<file path="config.mk">
export PLATFORM = sky130hd
export DESIGN_NAME = dff_debounce_edge
export DESIGN_NICKNAME = d
export VERILOG_FILES = /design/src/rtl/dff_debounce_edge.sv
export SDC_FILE = /design/constraint.sdc
export NUM_CORES = 1
export LEC_CHECK = 0
export BUFFER_PORTS_ARGS = -buffer_cell sky130_fd_sc_hd__buf_2
export CAP_MARGIN = 40
export CORE_MARGIN = 5
export CORE_UTILIZATION = 40
export CTS_CLUSTER_SIZE = 10
export DETAILED_ROUTE_END_ITERATION = 8
export PLACE_DENSITY = 0.76
export SYNTH_ARGS = -nofsm -noshare
export SYNTH_HDL_FRONTEND = slang
export SYNTH_SLANG_ARGS = --single-unit
</file>
<file path="constraint.sdc">
create_clock -name clk -period 1.5 [get_ports clk]
set_input_delay 0.075 -clock clk [delete_from_list [all_inputs] [get_ports clk]]
set_output_delay 0.075 -clock clk [all_outputs]
set_load 0.05 [all_outputs]
</file>
<file path="src/rtl/dff_debounce_edge.sv">
// Debounces a registered single-bit level, emits rise/fall pulses and counts qualified rises.
// Build option: define EDGE_CNT_SAT_EN to make edge_count saturate instead of wrap.
`timescale 1ns/1ps

// state   | meaning
// IDLE    | d_r agrees with q, nothing pending
// QUALIFY | d_r differs from q, stab_cnt counts consecutive differing samples
module dff_debounce_edge #(
  parameter int STABLE_CYCLES = 4,
  parameter int CNT_WIDTH     = 8
) (
  input  logic                 clk,
  input  logic                 sync_reset,
  input  logic                 d,
  input  logic                 clr_count,
  output logic                 q,
  output logic                 rise,
  output logic                 fall,
  output logic [CNT_WIDTH-1:0] edge_count,
  output logic                 busy
);

  localparam int SW = $clog2(STABLE_CYCLES + 1);
  localparam logic [SW-1:0] LAST = SW'(STABLE_CYCLES - 1);

  localparam logic [0:0] IDLE    = 1'b0;
  localparam logic [0:0] QUALIFY = 1'b1;

  logic                 d_r;
  logic [SW-1:0]        stab_cnt;
  logic [0:0]           state;
  logic                 differ;
  logic                 update;
  logic [CNT_WIDTH-1:0] next_count;

  assign differ = (d_r != q);
  // With a single required sample the change is taken straight from IDLE.
  assign update = differ &&
                  ((STABLE_CYCLES == 1) || ((state == QUALIFY) && (stab_cnt == LAST)));
  assign busy   = (state == QUALIFY);

  always_comb begin
`ifdef EDGE_CNT_SAT_EN
    next_count = (&edge_count) ? edge_count : edge_count + CNT_WIDTH'(1);
`else
    next_count = edge_count + CNT_WIDTH'(1);
`endif
  end

  always_ff @(posedge clk) begin
    if (sync_reset) begin
      d_r        <= 1'b0;
      q          <= 1'b0;
      rise       <= 1'b0;
      fall       <= 1'b0;
      edge_count <= '0;
      stab_cnt   <= '0;
      state      <= IDLE;
    end else begin
      d_r  <= d;
      rise <= update && d_r;
      fall <= update && !d_r;
      if (update) begin
        q <= d_r;
      end
      // A clear coinciding with a rise wins; that rise is not counted.
      if (clr_count) begin
        edge_count <= '0;
      end else if (update && d_r) begin
        edge_count <= next_count;
      end
      case (state)
        IDLE: begin
          if (differ && (STABLE_CYCLES > 1)) begin
            state    <= QUALIFY;
            stab_cnt <= SW'(1);
          end else begin
            stab_cnt <= '0;
          end
        end
        QUALIFY: begin
          if (!differ || update) begin
            state    <= IDLE;
            stab_cnt <= '0;
          end else begin
            stab_cnt <= stab_cnt + SW'(1);
          end
        end
      endcase
    end
  end

endmodule

</file>
After elaboration in Yosys (flattened, before gate mapping) --
Cells that the tools add are included.
Operators by class: add/sub/neg operators 2, equal/unequal tests 2, mux-type cells 6, bitwise gates (word level) 1, reduce and logical (&&, ||, !) cells 8
Operators with widths (number):
- adder 8 x 1 -> 8 bit, second input constant | 1
- one-hot mux 3 bit (2 select lines) | 1
- logical AND 1 bit | 4
- adder 3 x 1 -> 3 bit, second input constant | 1
- == test 3 x 2 -> 1 bit, second input constant | 1
- two-way mux 1 bit | 3
- two-way mux 3 bit | 1
- logical NOT 1 bit | 2
- one-hot mux 1 bit (2 select lines) | 1
- OR reduction 2 bit | 1
- logical OR 1 bit | 1
- != test 1 bit | 1
- inverter 1 bit | 1
Storage, ports and cells: bits in registers 16, input bits 4, logic and storage cells 26

Longest topological paths before layout --
depth after elaboration 6, depth in mapped cells 6, depth with buffers taken out 5

Worst setup path after synthesis --
Ideal clock, no wire load.
path kind reg-to-reg, start point register edge_count[0], end point register edge_count[7], setup time 0.121 ns, arrival 1.548 ns, path slack -0.169 ns, cell stages (with the launch flop) 4, path buffers 0, cell sequence dfxtp_1 > nand3_1 > nor4_1 > mux2_2
On the way: longest elaborated chain between the ends 1
RTL lines:
- start: declaration | line 19 | output logic [CNT_WIDTH-1:0] edge_count,
- start signal: assignment | line 70 | edge_count <= next_count;
- adder 8 x 1 -> 8 bit | line 46 | next_count = edge_count + CNT_WIDTH'(1);
No other way between the ends. A chain may end at the register's enable or synchronous reset.

Worst setup path after layout --
start point register stab_cnt[1], end point register edge_count[7]
On the way: longest elaborated chain between the ends 4
RTL lines:
- start: declaration | line 30 | logic [SW-1:0] stab_cnt;
- start signal: assignment | line 86 | stab_cnt <= stab_cnt + SW'(1);
- == test 3 x 2 -> 1 bit | line 39 | ((STABLE_CYCLES == 1) || ((state == QUALIFY) && (stab_cnt == LAST)));
- logical AND 1 bit | line 39
- logical AND 1 bit | line 38 | assign update = differ &&
- logical AND 1 bit | line 69 | end else if (update && d_r) begin
No other way between the ends.

==> impl_metrics.env <==
export IMPL_grt_start_max_net_pins=10
export IMPL_clock_sinks=16
export IMPL_dr_pass1_iters=2
export IMPL_p_leak_nw=0.381
export IMPL_gp_congestion=0.818
export IMPL_grt_pass1_wl_microns=2370
export IMPL_whs_endpoint="q"
export IMPL_avgViaCountPerCell=5.42
export IMPL_design_core_area_sq_um=1540
export IMPL_p_per_area_nw_per_um2=764
export IMPL_antennaDiodeCount=0
export IMPL_fmax_mhz=662
export IMPL_netlist_area_sq_um=667
export IMPL_final_common_cell="buf_2"
export IMPL_max_stage_delay_ns=0.36
export IMPL_ys_seq_elements=16
export IMPL_power_switching_mw=0.146
export IMPL_wl_per_cell_microns=13.2
export IMPL_internal_power_mw=0.532
export IMPL_swShare_pct=21.6
export IMPL_ff2ff_setup_slack_ns=-0.01
export IMPL_worstHoldStart="sync_reset"
export IMPL_drt_iter0_markers=3
export IMPL_clkPwrFrac_pct=32.4
export IMPL_hold_violations=0
export IMPL_finalCritPeriodShare_pct=101
export IMPL_min_path_type="primary input to register"
export IMPL_cp_end_kind="register"
export IMPL_status="complete, but fails checks"
export IMPL_worst_setup_path_type="register to register"
export IMPL_dpl_hpwl_microns=1040
export IMPL_vdd_ir_drop_max_mv=0.471
export IMPL_port_buffer_count=15
export IMPL_worstPathCellList="ha_4 > ha_4 > nand4b_4 > nor4_2 > mux2_2"
export IMPL_clock_skew_final_ns=0.00628
export IMPL_clk_latency_ns=0.28
export IMPL_num_rows=14
export IMPL_cts_tree="yes"
export IMPL_comb_power_share_pct=3.6
export IMPL_synth_area_per_cell_sq_um=9.39
export IMPL_yosys_warnings=0
export IMPL_clockBufferDepth=2
export IMPL_maxCapViolations=0
export IMPL_stdcell_count=109
export IMPL_critical_path_max_fanout=7
export IMPL_crit_top_cell="ha_4"
export IMPL_drive_gt1_share_pct=46.2
export IMPL_async_flop_share_pct=0
export IMPL_final_util_pct=57.6
export IMPL_whs_path_depth=2
export IMPL_cp_required_ns=1.67
export IMPL_die_w_microns=50.8
export IMPL_initial_core_util_pct=43.3
export IMPL_h_tree_depth=1
export IMPL_critical_path_slowest_cell="mux2_2"
export IMPL_die_area_sq_um=2580
export IMPL_rr_startpoint="stab_cnt[1]"
export IMPL_r2r_end="edge_count[7]"
export IMPL_max_slew_margin_rel_pct=80.0
export IMPL_antenna_found_initial=0
export IMPL_setup_slack_ns=-0.00989
export IMPL_cts_root_buf="clkbuf_4"
export IMPL_cp_start_kind="register"
export IMPL_synth_flop_cell="dfxtp_1"
export IMPL_grt_ovfl_total=0
export IMPL_die_height_microns=50.8
export IMPL_cts_buffers=3
export IMPL_cp_arrival_ns=1.68
export IMPL_synth_cells=71
export IMPL_maxSlewViolCount=0
export IMPL_mostFrequentLayoutCells="15 x buf_2, 9 x dfxtp_2, 7 x dfxtp_1"
export IMPL_synth_cell_types=25
export IMPL_area_growth_pct=33.2
export IMPL_tightest_slew_ns=0.298
export IMPL_syn_nets=78
export IMPL_rr_worst_depth=5
export IMPL_setup_viol=1
export IMPL_ys_seq_area_share_pct=48.0
export IMPL_dp_cells=103
export IMPL_ant_nets=0
export IMPL_synth_edf_count=0
export IMPL_rsz0062_at_grt="yes"
export IMPL_nets=102
export IMPL_violations="setup timing"
export IMPL_fin_crit_ns=1.51
export IMPL_wl_microns=1430
export IMPL_grt_pass1_vias=581
export IMPL_pin_count=16
export IMPL_path_clk_slew_ns=0.09
export IMPL_seqPwrFrac_pct=64.0
export IMPL_via_count=591
export IMPL_grtUsageTotal_pct=11.9
export IMPL_drc_errors=0
layout make-up:
class / count / area, sq um
Tap cell: 16 / 20.0
Clock buffer: 3 / 22.5
Timing Repair Buffer: 21 / 126
Inverter: 5 / 18.8
Fill cell: 144 / 653
Sequential cell: 16 / 332
Multi-Input combinational cell: 48 / 369
critical path: cells and delay by family, from the launching register on:
family        cells  cell delay, ns
mux               1            0.36
simple gates      2            0.41
fa+ha+maj         2            0.28
flops             1            0.35
synthesized netlist by cell type, types with 2 or more instances:
cell     instances  area share (%)
nand3_1          5             3.8
a21oi_1          7             5.3
inv_1            5             2.8
or3_1            3             2.8
or4_1            2             2.3
nand2_1          5             2.8
nor2_1           6             3.4
o31ai_1          2             2.3
dfxtp_1         16              48
ha_1             3             5.6
o21ai_0          3             2.3
cells by family after synthesis:
family / count (synthesis) / synth area share [%]
and+or+nand+nor: 29 / 26.1
DFF: 16 / 48.0
AOI/OAI and AO/OA: 13 / 10.9
buffers and inverters: 7 / 5.07
adders and majority gates: 3 / 5.63
xor gates and xnor gates: 2 / 2.63
muxes: 1 / 1.69
worst max-delay path by stage:
stage | from | slack [ns] | depth (start not counted) | endpoint
3_5_place_dp | stab_cnt[0] | -0.11 | 5 | edge_count[7]
2_1_floorplan | stab_cnt[0] | -0.004 | 5 | edge_count[7]
4_1_cts | stab_cnt[1] | -0.06 | 5 | edge_count[7]
6_report | stab_cnt[1] | -0.01 | 5 | edge_count[7]
5_1_grt | stab_cnt[0] | -0.07 | 5 | edge_count[7]
3_3_place_gp | stab_cnt[0] | -0.03 | 5 | edge_count[7]
per-layer routing:
metal / GRT usage, % / part of all wire, %
met5: 0 / 0
met4: 7.23 / 0.56
met3: 2.91 / 6.6
met2: 20.0 / 50
met1: 13.4 / 42
flip-flops by register name, summed over array words and instances (netlist names):
signal,flops
edge_count,8
stab_cnt,3
busy,1
d_r,1
fall,1
q,1
rise,1
power by group through the flow:
stage / combinational (mW) / clock (mW) / sequential (mW)
final: 0.0245 / 0.220 / 0.434
after global routing: 0.0271 / 0.242 / 0.435
after floorplan: 0.00969 / 0 / 0.446
after detailed placement: 0.0213 / 0 / 0.443
after CTS: 0.0237 / 0.224 / 0.434
after global placement: 0.0207 / 0 / 0.443
repair_timing:
action	CTS	global route
pin swaps	3	6
setup buffers	2	1
hold buffers	1	0
setup endpoints to repair	6	7
gates resized for setup	7	5
hold endpoints to repair	1	0
metrics by stage:
step	setup WS, ns	TNS (ns)	power (mW)	hold slack, ns	area (sq um)
2_1_floorplan	-0.00381	-0.00381	0.455	0.137	682
3_3_place_gp	-0.0341	-0.103	0.463	0.286	785
6_report	-0.00989	-0.00989	0.678	0.0289	888
3_5_place_dp	-0.110	-0.385	0.464	0.289	785
5_1_grt	-0.0711	-0.199	0.704	0.0317	888
4_1_cts	-0.0605	-0.0605	0.682	0.0179	868
Note: power is estimated with default switching activity, not from simulation.
